===== src/rtl/cpu_step_ctrl.sv =====
// Single-step / free-run clock-enable controller for a small CPU, with key debounce.
// Define CPU_STEP_CTRL_BREAKPOINT_EN to enable the BREAK state (halt when PC hits BP_ADDR).
module cpu_step_ctrl #(
  parameter int DIV = 50000000,
  parameter int DEB = 1000000
) (
  input  logic       CLK,
  input  logic       RST,
  input  logic       RUN_SW,
  input  logic       STEP_KEY,
  input  logic [3:0] PC,
  input  logic [3:0] BP_ADDR,
  output logic       TICK,
  output logic       HALTED,
  output logic [1:0] STATE
);

  localparam int DIV_W = $clog2(DIV);
  localparam int DEB_W = $clog2(DEB + 1);
  localparam logic [DIV_W-1:0] DIV_MAX = DIV_W'(DIV - 1);
  localparam logic [DEB_W-1:0] DEB_MAX = DEB_W'(DEB - 1);

  typedef enum logic [1:0] {
    ST_STEP  = 2'b00,
    ST_RUN   = 2'b01,
    ST_BREAK = 2'b10
  } state_e;

  logic             run_s1_q, run_s2_q;
  logic             key_s1_q, key_s2_q;
  logic             key_db_q, key_db_d;
  logic [DEB_W-1:0] deb_cnt_q, deb_cnt_d;
  logic             press_q, press_d;
  state_e           state_q, state_d;
  logic [DIV_W-1:0] div_q, div_d;
  logic             tick_q, tick_d;
  logic             bp_hit;

  always_ff @(posedge CLK) begin
    if (RST) begin
      run_s1_q  <= 1'b0;
      run_s2_q  <= 1'b0;
      key_s1_q  <= 1'b1;
      key_s2_q  <= 1'b1;
      key_db_q  <= 1'b1;
      deb_cnt_q <= '0;
      press_q   <= 1'b0;
      state_q   <= ST_STEP;
      div_q     <= '0;
      tick_q    <= 1'b0;
    end else begin
      run_s1_q  <= RUN_SW;
      run_s2_q  <= run_s1_q;
      key_s1_q  <= STEP_KEY;
      key_s2_q  <= key_s1_q;
      key_db_q  <= key_db_d;
      deb_cnt_q <= deb_cnt_d;
      press_q   <= press_d;
      state_q   <= state_d;
      div_q     <= div_d;
      tick_q    <= tick_d;
    end
  end

  // Any cycle where the synchronized level matches the accepted level restarts the count.
  always_comb begin
    key_db_d  = key_db_q;
    deb_cnt_d = '0;
    press_d   = 1'b0;
    if (key_s2_q != key_db_q) begin
      if (deb_cnt_q == DEB_MAX) begin
        key_db_d = key_s2_q;
        press_d  = ~key_s2_q;
      end else begin
        deb_cnt_d = deb_cnt_q + 1'b1;
      end
    end
  end

`ifdef CPU_STEP_CTRL_BREAKPOINT_EN
  assign bp_hit = (PC == BP_ADDR);
  assign HALTED = (state_q == ST_BREAK);
`else
  logic unused_bp;
  assign unused_bp = ^{PC, BP_ADDR};
  assign bp_hit    = 1'b0;
  assign HALTED    = 1'b0;
`endif

  // Mode changes take priority over any TICK or press event due in the same cycle.
  always_comb begin
    state_d = state_q;
    div_d   = div_q;
    tick_d  = 1'b0;
    case (state_q)
      ST_STEP: begin
        div_d = '0;
        if (run_s2_q) begin
          state_d = ST_RUN;
        end else if (press_q && !tick_q) begin
          tick_d = 1'b1;
        end
      end
      ST_RUN: begin
        if (!run_s2_q) begin
          state_d = ST_STEP;
          div_d   = '0;
        end else if (div_q == DIV_MAX) begin
          div_d = '0;
          if (bp_hit) begin
            state_d = ST_BREAK;
          end else begin
            tick_d = 1'b1;
          end
        end else begin
          div_d = div_q + 1'b1;
        end
      end
      ST_BREAK: begin
        div_d = '0;
        if (!run_s2_q) begin
          state_d = ST_STEP;
        end else if (press_q) begin
          state_d = ST_RUN;
          tick_d  = 1'b1;
        end
      end
      default: begin
        state_d = ST_STEP;
        div_d   = '0;
      end
    endcase
  end

  assign TICK  = tick_q;
  assign STATE = state_q;

endmodule


===== config.mk =====
export PLATFORM = sky130hd
export DESIGN_NAME = cpu_step_ctrl
export DESIGN_NICKNAME = d
export VERILOG_FILES = /design/src/rtl/cpu_step_ctrl.sv
export SDC_FILE = /design/constraint.sdc
export NUM_CORES = 1
export LEC_CHECK = 0
export CORE_UTILIZATION = 23
export DETAILED_ROUTE_END_ITERATION = 8
export HOLD_SLACK_MARGIN = 0.08
export PLACE_DENSITY_LB_ADDON = 0.05
export SLEW_MARGIN = 15
export SYNTH_ARGS = -nofsm -noshare
export SYNTH_HDL_FRONTEND = slang
export SYNTH_SLANG_ARGS = --single-unit

===== constraint.sdc =====
create_clock -name CLK -period 2.8 [get_ports CLK]
set_input_delay 0.84 -clock CLK [delete_from_list [all_inputs] [get_ports CLK]]
set_output_delay 0.84 -clock CLK [all_outputs]
set_load 0.005 [all_outputs]

Word-level counts from Yosys, hierarchy flattened. Cells that the tools add are included.

Register bits after elaboration: 55. Latch bits: 0. RAM bits: 0. Bits in read-only memories: 0. Input port bits: 12. Output and inout port bits: 4. Memories: 0.

Add/subtract/negate cells: 2. Multipliers: 0. Div/mod/pow operators: 0. $lt $le $gt $ge: 0. Equality and inequality tests: 8. Shifts and indexed selects: 0. Multiplexer cells: 12. Bitwise operators: 5. Reduce and logical (&&, ||, !) cells: 8.

Operator list (count): $add 26x1->26 const B (1); $eq 26x26->1 const B (1); $add 20x1->20 const B (1); $eq 20x20->1 const B (1); $mux 2 (4); $mux 1 (6); $pmux 2 s3 (1); $reduce_or 3->1 (2); $not 1->1 (5); $ne 2x2->1 const B (2); $reduce_or 4->1 (1); $ne 3x3->1 const B (1); $pmux 1 s3 (1); $reduce_and 3->1 (1); $eq 2x1->1 const B (1); $eq 2x2->1 const B (1); $logic_not 2->1 (1); $reduce_and 2->1 (1); $logic_and 1x1->1 (1); $logic_not 1->1 (1); $ne 1x1->1 (1).

Longest topological paths before layout. Gate-level depths: netlist (run 1).

Depth after elaboration: 5. Mapped depth: 6. Gate-level depth less buffers: 5.

Worst setup path after synthesis (run 1). OpenSTA, ideal clock, no wires.

Path type: register -> register. From: register deb_cnt_q[0]. To: register deb_cnt_q[18]. Setup time: 70 ps. Arrival: 1906 ps. Required time: 2730 ps. Slack: 825 ps. Stages on the path, launching flop included: 7. Buffers on the path: 1. Period minus slack after synthesis: 1975 ps. Path through: dfxtp_1 > ha_1 > nand3_2 > or4_1 > clkbuf_1 > or4_1 > a21oi_1.

Cells in the longest elaborated chain, start to end: 2.

RTL lines: start, declared (line 32) `logic [DEB_W-1:0] deb_cnt_q, deb_cnt_d;`; start signal, assigned (line 57) `deb_cnt_q <= deb_cnt_d;`; branches (longest 2 deep; another with $add 20x1->20).

Several ways; the timed one is not identified. A chain may end at the register's enable or synchronous reset.

Final worst setup path (run 1).
From: register div_q[7]. To: register div_q[14].

Cells in the longest elaborated chain, start to end: 2.

RTL lines: start, declared (line 35) `logic [DIV_W-1:0] div_q, div_d;`; start signal, assigned (line 60) `div_q <= div_d;`; branches (longest 2 deep; another with $add 26x1->26).

Several ways; the timed one is not identified.

==> results of run 1 <==
==> how the worst max path moves through the flow <==
| stage | slack, ps | end |
|---|---|---|
| floorplan | 820 | deb_cnt_q[18]$_SDFF_PP0_ |
| global placement | 520 | div_q[23]$_SDFF_PP0_ |
| detailed placement | 620 | div_q[19]$_SDFF_PP0_ |
| CTS | 620 | div_q[19]$_SDFF_PP0_ |
| global route | 500 | div_q[14]$_SDFF_PP0_ |
| finish | 660 | div_q[14]$_SDFF_PP0_ |
==> sequential cells by signal, summed over array words and instances (netlist names) <==
signal / count
STATE: 1
TICK: 1
deb_cnt_q: 20
div_q: 26
key_db_q: 1
key_s1_q: 1
key_s2_q: 1
press_q: 1
run_s1_q: 1
run_s2_q: 1
==> layout make-up <==
type | instances | area [µm²] | area share (%)
multi-input combinational | 200 | 1220 | 45.3
sequential | 54 | 1080 | 40.1
tap | 133 | 166 | 6.17
timing repair buffer | 10 | 100 | 3.71
clock buffer | 7 | 86.3 | 3.20
inverter | 10 | 37.5 | 1.39
clock inverter | 1 | 5.00 | 0.185
==> power breakdown <==
part           switching (mW)  internal [mW]
Clock                   0.256          0.200
Combinational         0.00722        0.00905
Sequential            0.00188          0.771
==> placed cells by master, fill, tap and decap left out, types with 5 or more instances in the layout <==
cell type	instances
a21oi_1	20
clkbuf_8	6
clkdlybuf4s50_1	5
dfxtp_1	54
inv_1	10
nand2_1	13
nand3_1	14
nand4_1	11
nor2_1	31
nor3_1	5
nor4_1	5
o21ai_0	16
or3_1	11
or4_1	8
xnor2_1	16
xor2_1	7
==> worst max-delay path, cell delays in order, from the launching register on <==
cell and delay, ps:
dfxtp_1 380, or4b_2 640, nor4_1 340, buf_4 190, a31o_2 240, buf_12 190
a21oi_1 50
==> stage by stage <==
| stage | total power [mW] | area (µm²) |
|---|---|---|
| 2_1_floorplan | 0.799 | 2410 |
| 3_3_place_gp | 0.808 | 2610 |
| 3_5_place_dp | 0.808 | 2610 |
| 4_1_cts | 1.28 | 2700 |
| 5_1_grt | 1.30 | 2700 |
| 6_report | 1.25 | 2700 |
==> kinds of logic after synthesis <==
logic type	share of synthesized area, %
simple gates	30.6
flops	45.0
compound gates	10.6
xor+xnor	8.39
buf+inv	4.27
fa+ha+maj	1.04
other cells	0.156
==> routing by layer <==
| metal | up-vias | GRT usage (%) |
|---|---|---|
| met2 | 10 | 17.6 |
| met4 | 0 | 3.37 |
| met1 | 908 | 11.6 |
| met3 | 5 | 2.26 |
| met5 | - | 0 |
| li1 | 985 | - |
==> out/summary.txt, run 1 <==
Seq/Total Area, Yosys - 45.0%
status - completed
dpl ws - 616 ps
Post-CTS Setup Inserts - 0
largest net degree at the start of global routing - 21
I/O Buffers - 5
Hold WS - 415 ps
number of synthesized flops with an enable pin - 0
wl on met1 - 2430 µm
Worst Min Path Start - key_s1_q$_SDFF_PP1_
met2 WL - 2460 µm
final period utilization - 76.4%
total number of vias - 1908
layout cell share with drive strength beyond 1 - 9.93%
final net count - 295
Pins Over Slew Limit - 0
hold depth - 1
DP HPWL - 3570 µm
grt ovf - 0
initial DRC count - 44
Worst Path Required - 3010 ps
Leak - 0.725 nW
antenna viol nets, final - 0
met3 wire len - 96 µm
initial core utilization - 24.1%
First-pass DRT Iterations - 4
fill count - 1070
top-count cell post-synth - dfxtp_1
GRT Util Overall - 9.87%
Die ar. - 10900 µm²
Residual DRC - 0
R2R Setup Slk - 660 ps
Layout Area Growth over Synthesis - 12.3%
Routed WL per cell - 12.1 µm
CTS-repair resized insts - 0
final WL - 5030 µm
top_reg_cell synth - dfxtp_1
r2r worst-path depth - 6
Clock Latency Late Sink - 310 ps
row cnt - 36
yosys warns - 0
Die Width - 104 µm
highest metal used - met4
# placed instances - 407
f_max - 467 MHz
skew final - 11.3 ps
Peak supply drop - 178 µV
synth top area cells - dfxtp_1 45%, xnor2_1 5.8%, nor2_1 4.8%, a21oi_1 4.2%, o21ai_0 3.3%
WP data arrival - 2340 ps
Commonest cells post-synth - 54 x dfxtp_1, 31 x nor2_1, 20 x a21oi_1, 16 x o21ai_0, 16 x xnor2_1
area of the mapped netlist - 2400 µm²
Yosys cell types - 42
Post-Synthesis Cells - 276
crit-path max FO - 20
initial antenna violation count - 0
CTS tree - done
Worst setup EP type - flip-flop
minimum clock period - 2140 ps
number of clock sinks - 54
CTS Hold Bufs - 0
core area - 9950 µm²
CP startpoint - div_q[7]$_SDFF_PP0_
die height - 104 µm
Finished Core Util - 27.1%
Final GP Congestion - 0.687
ant diodes - 0
RSZ-0062 raised after global routing - no
end of the worst register-to-register path - div_q[14]$_SDFF_PP0_
first-pass GRT wire length - 8730 µm
IO Pins - 16
setup total negative slack - 0 ps
PwrDens - 462 nW/µm²
share of the synthesized area in the top cell type - 45.0%
post-route insts no fill - 415
Fin. Hold Viols - 0
Worst Hold Endpoint - key_s2_q$_SDFF_PP1_
HP Class - flip-flop to flip-flop
H-tree levels - 2
Yosys top cell by area - dfxtp_1
Crit Path Class - flip-flop to flip-flop
CTS Buffer Depth - 2
register bit total from synthesis - 54
CTS Buf Count - 5
syn avg cell area - 8.70 µm²
Root Driver - clkbuf_8
detail-routed via count per cell - 4.60
R2R Path Start - div_q[7]$_SDFF_PP0_
clock-pin slew on the worst setup and hold paths - 100 ps
number of global-route vias before repair - 1827
Post-synth ARST share - 0%
Setup-failing EPs final - 0
max-cap violations - 0
CP Launch Type - flip-flop
final setup margin - 661 ps
Note: power is estimated with default switching activity, not from simulation.
==> run 2: changes to the inputs <==
Clock period 2.8 ns to 2.2 ns, I/O delays scaled along.
==> out/summary.txt, run 2 (synthesis results as in run 1) <==
max reg flops - 26 (unchanged)
highest metal used - met4 (unchanged)
initial core utilization - 24.1% (unchanged)
Crit Path Class - flip-flop to flip-flop (unchanged)
met3 wire len - 91 µm (was 96 µm)
core area - 9950 µm² (unchanged)
final net count - 306 (was 295)
crit-path most repeated cell - or4_1
skew final - 3.26 ps (was 11.3 ps)
setup total negative slack - 0 ps (unchanged)
CP max stage cell - or4_1 (was or4b_2)
final WL - 5230 µm (was 5030 µm)
number of global-route vias before repair - 1947 (was 1827)
number of clock sinks - 54 (unchanged)
IO Pins - 16 (unchanged)
status - completed (unchanged)
Routed WL per cell - 12.3 µm (was 12.1 µm)
H-tree levels - 2 (unchanged)
GRT Util Overall - 10.6% (was 9.87%)
Reg area - 1080 µm² (unchanged)
CP Launch Type - flip-flop (unchanged)
Clock Latency Late Sink - 310 ps (about the same)
Worst Path Required - 2450 ps (was 3010 ps)
CTS Buffer Depth - 2 (unchanged)
grt ovf - 0 (unchanged)
Leak - 0.795 nW (was 0.725 nW)
DP HPWL - 3730 µm (was 3570 µm)
max-cap violations - 0 (unchanged)
minimum clock period - 2040 ps (was 2140 ps)
Worst setup EP type - flip-flop (unchanged)
layout cell share with drive strength beyond 1 - 13.7% (was 9.93%)
crit-path max FO - 7 (was 20)
Peak supply drop - 227 µV (was 178 µV)
commonest non-fill, non-tap cell in the layout - dfxtp_1 (unchanged)
clock-pin slew on the worst setup and hold paths - 100 ps (about the same)
f_max - 490 MHz (was 467 MHz)
initial DRC count - 48 (was 44)
wl on met1 - 2540 µm (was 2430 µm)
Final GP Congestion - 0.706 (was 0.687)
Fin. Hold Viols - 0 (unchanged)
RSZ-0062 raised after global routing - no (unchanged)
detail-routed via count per cell - 4.55 (was 4.60)
Residual DRC - 0 (unchanged)
Setup-failing EPs final - 0 (unchanged)
ant diodes - 0 (unchanged)
met2 WL - 2530 µm (was 2460 µm)
Root Driver - clkbuf_8 (unchanged)
First-pass DRT Iterations - 4 (unchanged)
Multi-input gate area - 1230 µm² (was 1220 µm²)
fill count - 1060 (was 1070)
Cell Area, Placed - 2720 µm² (was 2610 µm²)
row cnt - 36 (unchanged)
Pins Over Slew Limit - 0 (unchanged)
Die ar. - 10900 µm² (unchanged)
worst-margin pin slew - 501 ps
slowest stage delay, CP - 640 ps (about the same)
Die Width - 104 µm (unchanged)
I/O Buffers - 5 (unchanged)
cells along the critical path - ha_1 -> nand3_2 -> or4_1 -> or4_1 -> a21oi_1 (was or4b_2 -> nor4_1 -> buf_4 -> a31o_2 -> buf_12 -> a21oi_1)
Top Registers - div_q x26, deb_cnt_q x20 (unchanged)
PwrDens - 566 nW/µm² (was 462 nW/µm²)
fin area - 2810 µm² (was 2700 µm²)
most frequent cells in the layout - 54 x dfxtp_1, 31 x nor2_1, 20 x a21oi_1 (unchanged)
CTS Buf Count - 5 (unchanged)
CTS tree - done (unchanged)
Slew HR - 66.3%
HP Class - flip-flop to flip-flop (unchanged)
antenna viol nets, final - 0 (unchanged)
Finished Core Util - 28.2% (was 27.1%)
Hold WS - 417 ps (was 415 ps)
WP data arrival - 2290 ps (was 2340 ps)
total number of vias - 1937 (was 1908)
Layout Area Growth over Synthesis - 17.0% (was 12.3%)
first-pass GRT wire length - 9340 µm (was 8730 µm)
die height - 104 µm (unchanged)
initial antenna violation count - 0 (unchanged)
largest net degree at the start of global routing - 21 (unchanged)
final period utilization - 92.7% (was 76.4%)
most flop-heavy register - div_q (unchanged)
-- run 2: changes by cell type in the layout (fill, tap and decap cells not counted) --
cell	delta
buf_4	+9
buf_12	+2
or4_1	-1
or4_4	+1
-- run 2: where the power goes --
group | total, mW | leakage [nW] | internal [mW] | switching, mW
clock network | 0.584 | 0.0482 | 0.255 | 0.329
logic | 0.0221 | 0.311 | 0.0125 | 0.00965
registers | 0.983 | 0.436 | 0.981 | 0.00233
-- run 2: final cells by class --
class	instances	area share (%)
Sequential cell	54	38.5
Inverter	10	1.34
Tap cell	133	5.92
Clock buffer	7	3.07
Multi-Input combinational cell	200	43.6
Clock inverter	1	0.178
Timing Repair Buffer	21	7.39
-- run 2: repair_timing --
action / CTS / global route
hold endpoints to repair: 0 / 0
hold buffers: 0 / 0
gates resized for setup: 0 / 1
endpoints found under the setup margin: 0 / 2
buffers inserted: 0 / 0
-- run 2: path summary, 6_finish.rpt --
kind | startpoint | endpoint | slack, ps | cells after the start
worst max-delay path | deb_cnt_q[0]$_SDFF_PP0_ | deb_cnt_q[18]$_SDFF_PP0_ | 160 | 5
worst min register to register | key_s1_q$_SDFF_PP1_ | key_s2_q$_SDFF_PP1_ | 420 | 1
worst min-delay path | key_s1_q$_SDFF_PP1_ | key_s2_q$_SDFF_PP1_ | 420 | 1
worst max register to register | deb_cnt_q[0]$_SDFF_PP0_ | deb_cnt_q[18]$_SDFF_PP0_ | 160 | 5
-- run 2: worst max-delay path, delay by kind of cell, from the launching register on --
family,cells,cell delay [ps]
AO/OA/AOI/OAI,1,150
AND/OR/NAND/NOR,3,1240
adder cells (fa/ha/maj),1,210
flip-flops,1,380
-- run 2: per-layer routing --
metal	GRT usage [%]	up-vias
li1	-	1008
met1	13.0	912
met2	18.4	8
met3	2.26	9
met4	3.67	0
met5	0	-
-- run 2: per-stage QoR --
stage | power (mW) | instances | setup WS, ps
after detailed placement | 1.03 | 418 | 114
after CTS | 1.63 | 426 | 88.6
after global placement | 1.03 | 418 | 143
final | 1.59 | 426 | 160
after floorplan | 1.02 | 277 | 225
after global routing | 1.66 | 426 | 2.22
==> run 3: changes to the inputs <==
Settings changed: CORE_UTILIZATION 23 to 58.
==> out/summary.txt, run 3 (synthesis results as in run 1) <==
# placed instances - 331 (was 418)
CTS Hold Bufs - 0 (unchanged)
clock-pin slew on the worst setup and hold paths - 90 ps (was 100 ps)
minimum clock period - 2090 ps (was 2040 ps)
First-pass DRT Iterations - 4 (unchanged)
status - completed (unchanged)
WP data arrival - 2330 ps (was 2290 ps)
Root Driver - clkbuf_8 (unchanged)
most frequent cells in the layout - 54 x dfxtp_1, 31 x nor2_1, 20 x a21oi_1 (unchanged)
DP HPWL - 2990 µm (was 3730 µm)
Leak - 0.777 nW (was 0.795 nW)
Peak supply drop - 394 µV (was 227 µV)
CTS tree - done (unchanged)
CTS-repair resized insts - 0 (unchanged)
number of global-route vias before repair - 1666 (was 1947)
combinational power share - 1.3% (was 1.4%)
CTS Buffer Depth - 2 (unchanged)
Residual DRC - 0 (unchanged)
Layout Area Growth over Synthesis - 11.5% (was 17.0%)
I/O Buffers - 5 (unchanged)
final setup margin - 110 ps (was 160 ps)
initial antenna violation count - 0 (unchanged)
NetSw - 0.305 mW (was 0.341 mW)
Setup-failing EPs final - 0 (unchanged)
Power Total - 1.62 mW (was 1.59 mW)
IO Pins - 16 (unchanged)
Post-CTS Setup Inserts - 0 (unchanged)
Hold WS - 415 ps (was 417 ps)
commonest non-fill, non-tap cell in the layout - dfxtp_1 (unchanged)
H-tree levels - 2 (unchanged)
number of clock sinks - 54 (unchanged)
switch share - 18.9% (was 21.4%)
final WL - 4220 µm (was 5230 µm)
total number of vias - 1895 (was 1937)
initial DRC count - 109 (was 48)
CTS Buf Count - 5 (unchanged)
dpl ws - 129 ps (was 114 ps)
max reg flops - 26 (unchanged)
CP Launch Type - flip-flop (unchanged)
row cnt - 23 (was 36)
HP Class - flip-flop to flip-flop (unchanged)
core area - 4000 µm² (was 9950 µm²)
setup total negative slack - 0 ps (unchanged)
Crit Path Class - flip-flop to flip-flop (unchanged)
antenna viol nets, final - 0 (unchanged)
Pins Over Slew Limit - 0 (unchanged)
PwrDens - 603 nW/µm² (was 566 nW/µm²)
P_int - 1.31 mW (was 1.25 mW)
skew final - 4.96 ps (was 3.26 ps)
Top Registers - div_q x26, deb_cnt_q x20 (unchanged)
Die ar. - 4400 µm² (was 10900 µm²)
Clock power frac - 37.9% (was 36.7%)
GRT Util Overall - 20.7% (was 10.6%)
initial core utilization - 60.1% (was 24.1%)
largest net degree at the start of global routing - 21 (unchanged)
first-pass GRT wire length - 6930 µm (was 9340 µm)
grt ovf - 0 (unchanged)
Routed WL per cell - 12.4 µm (was 12.3 µm)
Worst setup EP type - flip-flop (unchanged)
final period utilization - 95.0% (was 92.7%)
f_max - 478 MHz (was 490 MHz)
Worst Path Required - 2440 ps (was 2450 ps)
ant diodes - 0 (unchanged)
layout cell share with drive strength beyond 1 - 12.5% (was 13.7%)
most flop-heavy register - div_q (unchanged)
Die Width - 66.4 µm (was 104 µm)
detail-routed via count per cell - 5.59 (was 4.55)
final net count - 302 (was 306)
post-route insts no fill - 339 (was 426)
crit-path max FO - 9 (was 7)
RSZ-0062 raised after global routing - no (unchanged)
Clock Latency Late Sink - 300 ps (was 310 ps)
Final GP Congestion - 0.720 (was 0.706)
power share of the sequential group - 60.8% (was 61.9%)
Fin. Hold Viols - 0 (unchanged)
max-cap violations - 0 (unchanged)
die height - 66.4 µm (was 104 µm)
==> run 3: metal layers <==
layer	wire length [µm]	global-route usage (%)	vias to the layer above
met1	1980	23.3	879
met3	73	5.17	4
li1	-	-	1002
met5	0	0	-
met2	2100	37.0	10
met4	59	7.98	0
==> run 3: stage by stage <==
| step | area [µm²] | utilization, % |
|---|---|---|
| after CTS | 2680 | 67.0 |
| after floorplan | 2410 | - |
| after global placement | 2570 | 64.2 |
| after global routing | 2680 | 67.0 |
| final | 2680 | 67.0 |
| after detailed placement | 2570 | 64.2 |
==> run 3: worst paths after layout <==
path,start,end,slack [ps],cells after the start
setup / recovery,div_q[0]$_SDFF_PP0_,div_q[20]$_SDFF_PP0_,110,5
hold / removal,key_s1_q$_SDFF_PP1_,key_s2_q$_SDFF_PP1_,420,1
setup reg to reg,div_q[0]$_SDFF_PP0_,div_q[20]$_SDFF_PP0_,110,5
hold reg to reg,key_s1_q$_SDFF_PP1_,key_s2_q$_SDFF_PP1_,420,1
==> run 3: area by class of cell <==
class | count | area, µm²
fillers | 351 | 1320
multi-input cells | 200 | 1220
flip-flops and latches | 54 | 1080
repair buffers | 17 | 165
clock buffers | 8 | 110
well taps | 50 | 62.6
inverters | 10 | 37.5
==> run 3: worst max-delay path: stages (launching register included) <==
cell	delay (ps)
dfxtp_1	370
ha_1	210
nand2_1	80
or4_1	690
or4_4	540
a21oi_2	140
==> run 3: power by group through the flow <==
stage	logic [mW]	registers [mW]	clock network, mW
after floorplan	0.0112	1.01	0
after global placement	0.0210	1.01	0
after detailed placement	0.0211	1.01	0
after CTS	0.0211	0.983	0.632
after global routing	0.0228	0.985	0.670
final	0.0210	0.983	0.612
